[config.mk]
export PLATFORM = sky130hd
export DESIGN_NAME = hvac_actuator_ctrl
export DESIGN_NICKNAME = d
export VERILOG_FILES = /design/src/rtl/hvac_pkg.sv /design/src/rtl/hvac_timer.sv /design/src/rtl/hvac_actuator_ctrl.sv
export SDC_FILE = /design/constraint.sdc
export NUM_CORES = 1
export LEC_CHECK = 0
export BUFFER_PORTS_ARGS = -buffer_cell sky130_fd_sc_hd__buf_2
export CORE_AREA = 4 4 49 51
export CTS_CLUSTER_SIZE = 14
export DETAILED_ROUTE_END_ITERATION = 16
export DIE_AREA = 0 0 53 55
export HOLD_SLACK_MARGIN = 0.15
export SYNTH_ARGS = -nofsm -noshare
export SYNTH_HDL_FRONTEND = slang
export SYNTH_SLANG_ARGS = --single-unit
[constraint.sdc]
create_clock -name clk -period 2.45 [get_ports clk]
set_input_delay 0.49 -clock clk [delete_from_list [all_inputs] [get_ports clk]]
set_output_delay 0.49 -clock clk [all_outputs]
set_load 0.02 [all_outputs]
[src/rtl/hvac_pkg.sv]
// ----------------------------------------------------------------------------
// hvac_pkg
// Shared definitions for the HVAC actuator controller, its timers and any
// block that needs to interpret the controller's debug state output.
//   state_t        : FSM encodings (IDLE=0, HEAT=1, COOL=2, FAN_RUN=3)
//   *_DEF          : default timing constants in clock cycles
//   decode_heat/cool : mutually exclusive request decode
// ----------------------------------------------------------------------------
package hvac_pkg;

    typedef enum logic [2:0] {
        ST_IDLE    = 3'd0,
        ST_HEAT    = 3'd1,
        ST_COOL    = 3'd2,
        ST_FAN_RUN = 3'd3
    } state_t;

    localparam int MIN_ON_DEF      = 4;
    localparam int MIN_OFF_DEF     = 6;
    localparam int FAN_OVERRUN_DEF = 3;
    localparam int CNT_W_DEF       = 4;

    // Conflicting requests decode to "no request" on both sides.
    function automatic logic decode_heat(input logic heat, input logic cool);
        return heat & ~cool;
    endfunction

    function automatic logic decode_cool(input logic heat, input logic cool);
        return cool & ~heat;
    endfunction

endpackage

[src/rtl/hvac_timer.sv]
// ----------------------------------------------------------------------------
// hvac_timer
// Saturating up/down counter with clear, load and zero flag.
// Priority: clear > load > increment > decrement.
//   clk, rst_n     : clock, async active-low reset (count -> RST_VAL)
//   i_clr          : force count to zero
//   i_load         : load i_load_val
//   i_inc / i_dec  : count up (saturates at all-ones) / down (saturates at 0)
//   o_count        : current count
//   o_zero         : count == 0
// ----------------------------------------------------------------------------
module hvac_timer
    import hvac_pkg::*;
#(
    parameter int               CNT_W   = CNT_W_DEF,
    parameter logic [CNT_W-1:0] RST_VAL = '0
) (
    input  logic             clk,
    input  logic             rst_n,
    input  logic             i_clr,
    input  logic             i_load,
    input  logic [CNT_W-1:0] i_load_val,
    input  logic             i_inc,
    input  logic             i_dec,
    output logic [CNT_W-1:0] o_count,
    output logic             o_zero
);

    logic [CNT_W-1:0] r_count;

    always_ff @(posedge clk or negedge rst_n) begin
        if (!rst_n) begin
            r_count <= RST_VAL;
        end else if (i_clr) begin
            r_count <= '0;
        end else if (i_load) begin
            r_count <= i_load_val;
        end else if (i_inc && (r_count != '1)) begin
            r_count <= r_count + CNT_W'(1);
        end else if (i_dec && (r_count != '0)) begin
            r_count <= r_count - CNT_W'(1);
        end
    end

    assign o_count = r_count;
    assign o_zero  = (r_count == '0);

endmodule

[src/rtl/hvac_actuator_ctrl.sv]
// ----------------------------------------------------------------------------
// hvac_actuator_ctrl
// Drives heater, compressor and fan from the monitor's heat/cool request
// levels. Moore FSM with a minimum on-time, a fan overrun after each run and
// a compressor restart lockout.
//
//   state    | meaning
//   ---------+-----------------------------------------------
//   IDLE     | all actuators off
//   HEAT     | heater + fan on, held at least MIN_ON cycles
//   COOL     | compressor + fan on, held at least MIN_ON cycles
//   FAN_RUN  | fan alone for FAN_OVERRUN cycles, or until re-entry
//
// Ports:
//   clk, rst_n            : clock, async active-low reset
//   heating, cooling      : request levels from the monitor
//   heater_on, compressor_on, fan_on : actuator drives (decoded from state)
//   lockout               : compressor restart inhibited
//   fault                 : sticky, both requests seen together
//   state                 : current FSM state (debug)
// ----------------------------------------------------------------------------
module hvac_actuator_ctrl
    import hvac_pkg::*;
#(
    parameter int MIN_ON      = MIN_ON_DEF,
    parameter int MIN_OFF     = MIN_OFF_DEF,
    parameter int FAN_OVERRUN = FAN_OVERRUN_DEF,
    parameter int CNT_W       = CNT_W_DEF
) (
    input  logic       clk,
    input  logic       rst_n,
    input  logic       heating,
    input  logic       cooling,
    output logic       heater_on,
    output logic       compressor_on,
    output logic       fan_on,
    output logic       lockout,
    output logic       fault,
    output logic [2:0] state
);

    // The run timer clears on the entry edge, so after j cycles in a state it
    // reads j-1; an exit on the Nth edge after entry needs count >= N-1.
    localparam logic [CNT_W-1:0] C_ON_LAST  = CNT_W'(MIN_ON - 1);
    localparam logic [CNT_W-1:0] C_OVR_LAST = CNT_W'(FAN_OVERRUN - 1);
    localparam logic [CNT_W-1:0] C_MIN_OFF  = CNT_W'(MIN_OFF);

    state_t           r_state;
    state_t           w_next;
    logic             r_fault;
    logic             w_req_heat;
    logic             w_req_cool;
    logic             w_conflict;
    logic [CNT_W-1:0] w_run_cnt;
    logic             w_on_done;
    logic             w_ovr_done;
    logic             w_state_chg;
    logic             w_cool_exit;
    logic             w_lock_zero;
    logic             w_lockout;
    logic             w_unused_run_zero;
    logic [CNT_W-1:0] w_unused_lock_cnt;

    assign w_req_heat = decode_heat(heating, cooling);
    assign w_req_cool = decode_cool(heating, cooling);
    assign w_conflict = heating & cooling;

    assign w_on_done   = (w_run_cnt >= C_ON_LAST);
    assign w_ovr_done  = (w_run_cnt >= C_OVR_LAST);
    assign w_state_chg = (w_next != r_state);
    assign w_cool_exit = (r_state == ST_COOL) && (w_next != ST_COOL);
    assign w_lockout   = ~w_lock_zero;

    // Shared on-time / overrun timer: restarts on every state change.
    hvac_timer #(
        .CNT_W   (CNT_W),
        .RST_VAL ('0)
    ) u_run_timer (
        .clk        (clk),
        .rst_n      (rst_n),
        .i_clr      (w_state_chg),
        .i_load     (1'b0),
        .i_load_val ('0),
        .i_inc      (1'b1),
        .i_dec      (1'b0),
        .o_count    (w_run_cnt),
        .o_zero     (w_unused_run_zero)
    );

    // Restart lockout: armed out of reset and on every COOL exit.
    hvac_timer #(
        .CNT_W   (CNT_W),
        .RST_VAL (C_MIN_OFF)
    ) u_lock_timer (
        .clk        (clk),
        .rst_n      (rst_n),
        .i_clr      (1'b0),
        .i_load     (w_cool_exit),
        .i_load_val (C_MIN_OFF),
        .i_inc      (1'b0),
        .i_dec      (1'b1),
        .o_count    (w_unused_lock_cnt),
        .o_zero     (w_lock_zero)
    );

    always_ff @(posedge clk or negedge rst_n) begin
        if (!rst_n) begin
            r_state <= ST_IDLE;
        end else begin
            r_state <= w_next;
        end
    end

    always_ff @(posedge clk or negedge rst_n) begin
        if (!rst_n) begin
            r_fault <= 1'b0;
        end else if (w_conflict) begin
            r_fault <= 1'b1;
        end
    end

    // A cool request while locked out is simply not acted on; since it is a
    // level, it is picked up as soon as the lockout expires.
    always_comb begin
        w_next = r_state;
        case (r_state)
            ST_IDLE: begin
                if (w_req_heat) begin
                    w_next = ST_HEAT;
                end else if (w_req_cool && !w_lockout) begin
                    w_next = ST_COOL;
                end
            end
            ST_HEAT: begin
                if (!w_req_heat && w_on_done) begin
                    w_next = ST_FAN_RUN;
                end
            end
            ST_COOL: begin
                if (!w_req_cool && w_on_done) begin
                    w_next = ST_FAN_RUN;
                end
            end
            ST_FAN_RUN: begin
                if (w_req_heat) begin
                    w_next = ST_HEAT;
                end else if (w_req_cool && !w_lockout) begin
                    w_next = ST_COOL;
                end else if (w_ovr_done) begin
                    w_next = ST_IDLE;
                end
            end
            default: w_next = ST_IDLE;
        endcase
    end

    always_comb begin
        heater_on     = 1'b0;
        compressor_on = 1'b0;
        fan_on        = 1'b0;
        case (r_state)
            ST_HEAT: begin
                heater_on = 1'b1;
                fan_on    = 1'b1;
            end
            ST_COOL: begin
                compressor_on = 1'b1;
                fan_on        = 1'b1;
            end
            ST_FAN_RUN: fan_on = 1'b1;
            default: ;
        endcase
    end

    assign lockout = w_lockout;
    assign fault   = r_fault;
    assign state   = r_state;

endmodule
==> run_results.csv <==
group,metric,value,unit
status,outcome,"completed",
power_and_ir_drop,power_switching_share,36.2,%
die,horizontal_die_dimension,53,microns
setup_path,worst_setup_path_start_kind,"flip-flop",
die,die-area,2920,sq um
yosys,ys_types,36,
yosys,syn-instance-count,79,
yosys,synthesis.area,743,sq um
clock_network,cts-root-to-sink-buffers,2,
flow_run,max_cap_violations,0,
power_and_ir_drop,max-vdd-ir-drop,0.381,mV
finish,antenna_cells,0,
die,row_count,16,
route,number_of_drc_markers_after_the_initial_detailed_route_iteration,7,
setup_path,crit_fanout,5,
clock_network,cts.sink_count,12,
global_routing,global_route.usage.total,12.0,%
finish,layout.cells.most_common,"buf_2",
power_and_ir_drop,leakagePower,0.389,nW
sta,period_share,84.2,%
place,buffer_ports.inserted,11,
power_and_ir_drop,cell_internal_pwr,0.464,mW
clock_network,post_cts_resize_count,0,
hold_path,hold-path-cell-count,2,
route,wirelength,1.48,mm
clock_network,post_cts.repair.setup_buffers,0,
power_and_ir_drop,power.share.combinational,36.1,%
route,drtAntennaViolNets,0,
setup_path,worstSetupPathType,"reg2out",
finish,drive_gt1_share,25.8,%
finish,design.final.nets,102,
sta,max_freq,485,MHz
sta,setup-violations-final,0,
global_routing,grt_first_pass_wirelength,2.56,mm
power_and_ir_drop,clockPowerShare,22.2,%
place,hpwl,1.14,mm
setup_path,rrSetupSlack,0.51,ns
sta,clock_skew,0.00161,ns
clock_network,worst_skew_pair.late_latency,0.27,ns
clock_network,cts_made_buffers,3,
setup_path,timing.critical_path.to_type,"output pin",
route,route.vias.total,627,
finish,commonest_non_fill_non_tap_cells_in_the_layout,"11 x buf_2, 10 x dfrtp_1, 7 x nor2_1, 7 x a21oi_1",
hold_path,worstHoldPathType,"in2reg",
yosys,sequential_cell_area_fraction_in_the_yosys_report,40.7,%
power_and_ir_drop,switching_power,0.263,mW
sta,grt_setup_unrepaired,"false",
clock_network,clk_pin_slew_worst_paths,0.08,ns
die,starting_density,38.3,%
route,detail_route.first_pass.iterations,4,
setup_path,critical_path_arrival,1.57,ns
global_routing,pin_count_of_the_biggest_net_entering_global_routing,13,
sta,period_needed,2.06,ns
sta,final.setup.tns,0,ns
sta,final_hold_viol_count,0,
clock_network,cts_tree,"done",
global_routing,overflow,0,
setup_path,r2r_cells,8,
power_and_ir_drop,seq_power_share,41.7,%
place,place_congestion,0.744,
route,post-route-drc-count,0,
clock_network,cts-htree-levels,1,
power_and_ir_drop,total_power,0.726,mW
die,coreArea,1940,sq um
yosys,synthesis.nets,87,
route,via_per_inst,5.23,
global_routing,initial_antenna_violation_count,0,
clock_network,holdBufCountCts,1,
finish,area_delta_synth_final,16.7,%
power_and_ir_drop,power-per-cell-area,838,nW/um^2
yosys,average_cell_area_after_synthesis,9.41,sq um
die,dieHeight,55,microns
clock_network,cts_root_buf,"clkbuf_4",
global_routing,first_global_vias,605,
sta,final_max_slew_viol_count,0,
route,routedWlPerCell,12.3,microns
setup_path,cp_data_required_time,1.96,ns
die,io_pins,12,
yosys,ys.warnings.count,0,
yosys,ys_ff_latch,12,
==> sequential cells by signal, summed over array words and instances, names as in the netlist <==
name,cells
state,3
fault,1
u_run_timer.o_count,4
u_lock_timer.o_count,4
==> stage by stage <==
step / cell area [sq um] / hold WS (ns) / util (%) / instances / worst slack [ns]
after floorplan: 743 / 0.194 / - / 79 / 0.611
after global placement: 821 / 0.386 / 42.3 / 115 / 0.562
after detailed placement: 821 / 0.387 / 42.3 / 115 / 0.505
after CTS: 867 / 0.429 / 44.7 / 120 / 0.358
after global routing: 867 / 0.448 / 44.7 / 120 / 0.260
final: 867 / 0.431 / 44.7 / 120 / 0.387
==> cell families after synthesis <==
| group | share of synthesized area [%] |
|---|---|
| AND/OR/NAND/NOR | 25.9 |
| AO/OA/AOI/OAI | 19.0 |
| flip-flops | 40.7 |
| buffers and inverters | 3.53 |
| adder cells (fa/ha/maj) | 6.73 |
| XOR/XNOR | 3.54 |
| other | 0.505 |
==> cells in the mapped netlist <==
cell type / instances / area share, %
o21ai_0: 1 / 0.67
and3_1: 2 / 1.7
a31oi_1: 1 / 0.84
xnor2_1: 3 / 3.5
nand2b_1: 2 / 1.7
a21o_1: 1 / 1.0
inv_1: 3 / 1.5
or2_1: 1 / 0.84
o211ai_1: 4 / 4.0
dfrtp_1: 10 / 34
or3_1: 1 / 0.84
o31ai_2: 1 / 1.7
or3_4: 1 / 1.5
or2_4: 1 / 1.2
a211oi_1: 1 / 1.0
or2b_4: 1 / 1.5
o21ai_1: 3 / 2.0
a21oi_1: 7 / 4.7
nand4b_1: 1 / 1.2
inv_2: 1 / 0.50
nor4_1: 1 / 0.84
nor2b_1: 2 / 1.7
nor3_1: 1 / 0.67
nand2_1: 4 / 2.0
o2111ai_2: 1 / 2.0
nand3_1: 3 / 2.0
buf_4: 1 / 1.0
ha_1: 4 / 6.7
conb_1: 1 / 0.50
clkbuf_1: 1 / 0.50
nor3b_1: 1 / 1.0
o31ai_1: 1 / 1.0
nor2_1: 7 / 3.5
nor3b_2: 1 / 1.7
dfstp_2: 2 / 7.1
nand3b_1: 2 / 2.0
==> final cells by class <==
cell class | instances | area [sq um]
fillers | 208 | 1070
repair buffers | 12 | 65.1
flip-flops and latches | 12 | 303
clock buffers | 4 | 36.3
well taps | 27 | 33.8
inverters | 4 | 15.0
multi-input cells | 61 | 414
==> critical path, cell delays in order, from the launching register on <==
cell     delay [ns]
dfrtp_1        0.38
inv_1          0.11
ha_1           0.18
nor3b_2        0.34
inv_2          0.10
buf_2          0.18
==> power by group through the flow <==
stage | Combinational [mW] | Clock, mW | Sequential, mW
after detailed placement | 0.263 | 0 | 0.308
after global placement | 0.259 | 0 | 0.306
after floorplan | 0.208 | 0 | 0.295
final | 0.262 | 0.161 | 0.303
after CTS | 0.268 | 0.165 | 0.304
after global routing | 0.300 | 0.174 | 0.311
==> final timing paths <==
path	to	from
setup / recovery	lockout	u_lock_timer.o_count[0]$_DFFE_PN0P_
hold / removal	fault$_DFFE_PN0P_	cooling
setup reg to reg	u_run_timer.o_count[1]$_DFFE_PN0P_	u_lock_timer.o_count[0]$_DFFE_PN0P_
hold reg to reg	fault$_DFFE_PN0P_	fault$_DFFE_PN0P_
max in group asynchronous	u_lock_timer.o_count[1]$_DFFE_PN1P_	rst_n
min in group asynchronous	u_run_timer.o_count[1]$_DFFE_PN0P_	rst_n
==> metal layers <==
layer  up-vias  GRT usage, %  part of all wire, %
met2        13          20.5                   51
met3         2          2.95                  4.4
met1       304          14.5                   44
met5         -             0                    0
met4         0          5.11                  1.2
li1        308             -                    -
Power figures use the tool's default switching activity.
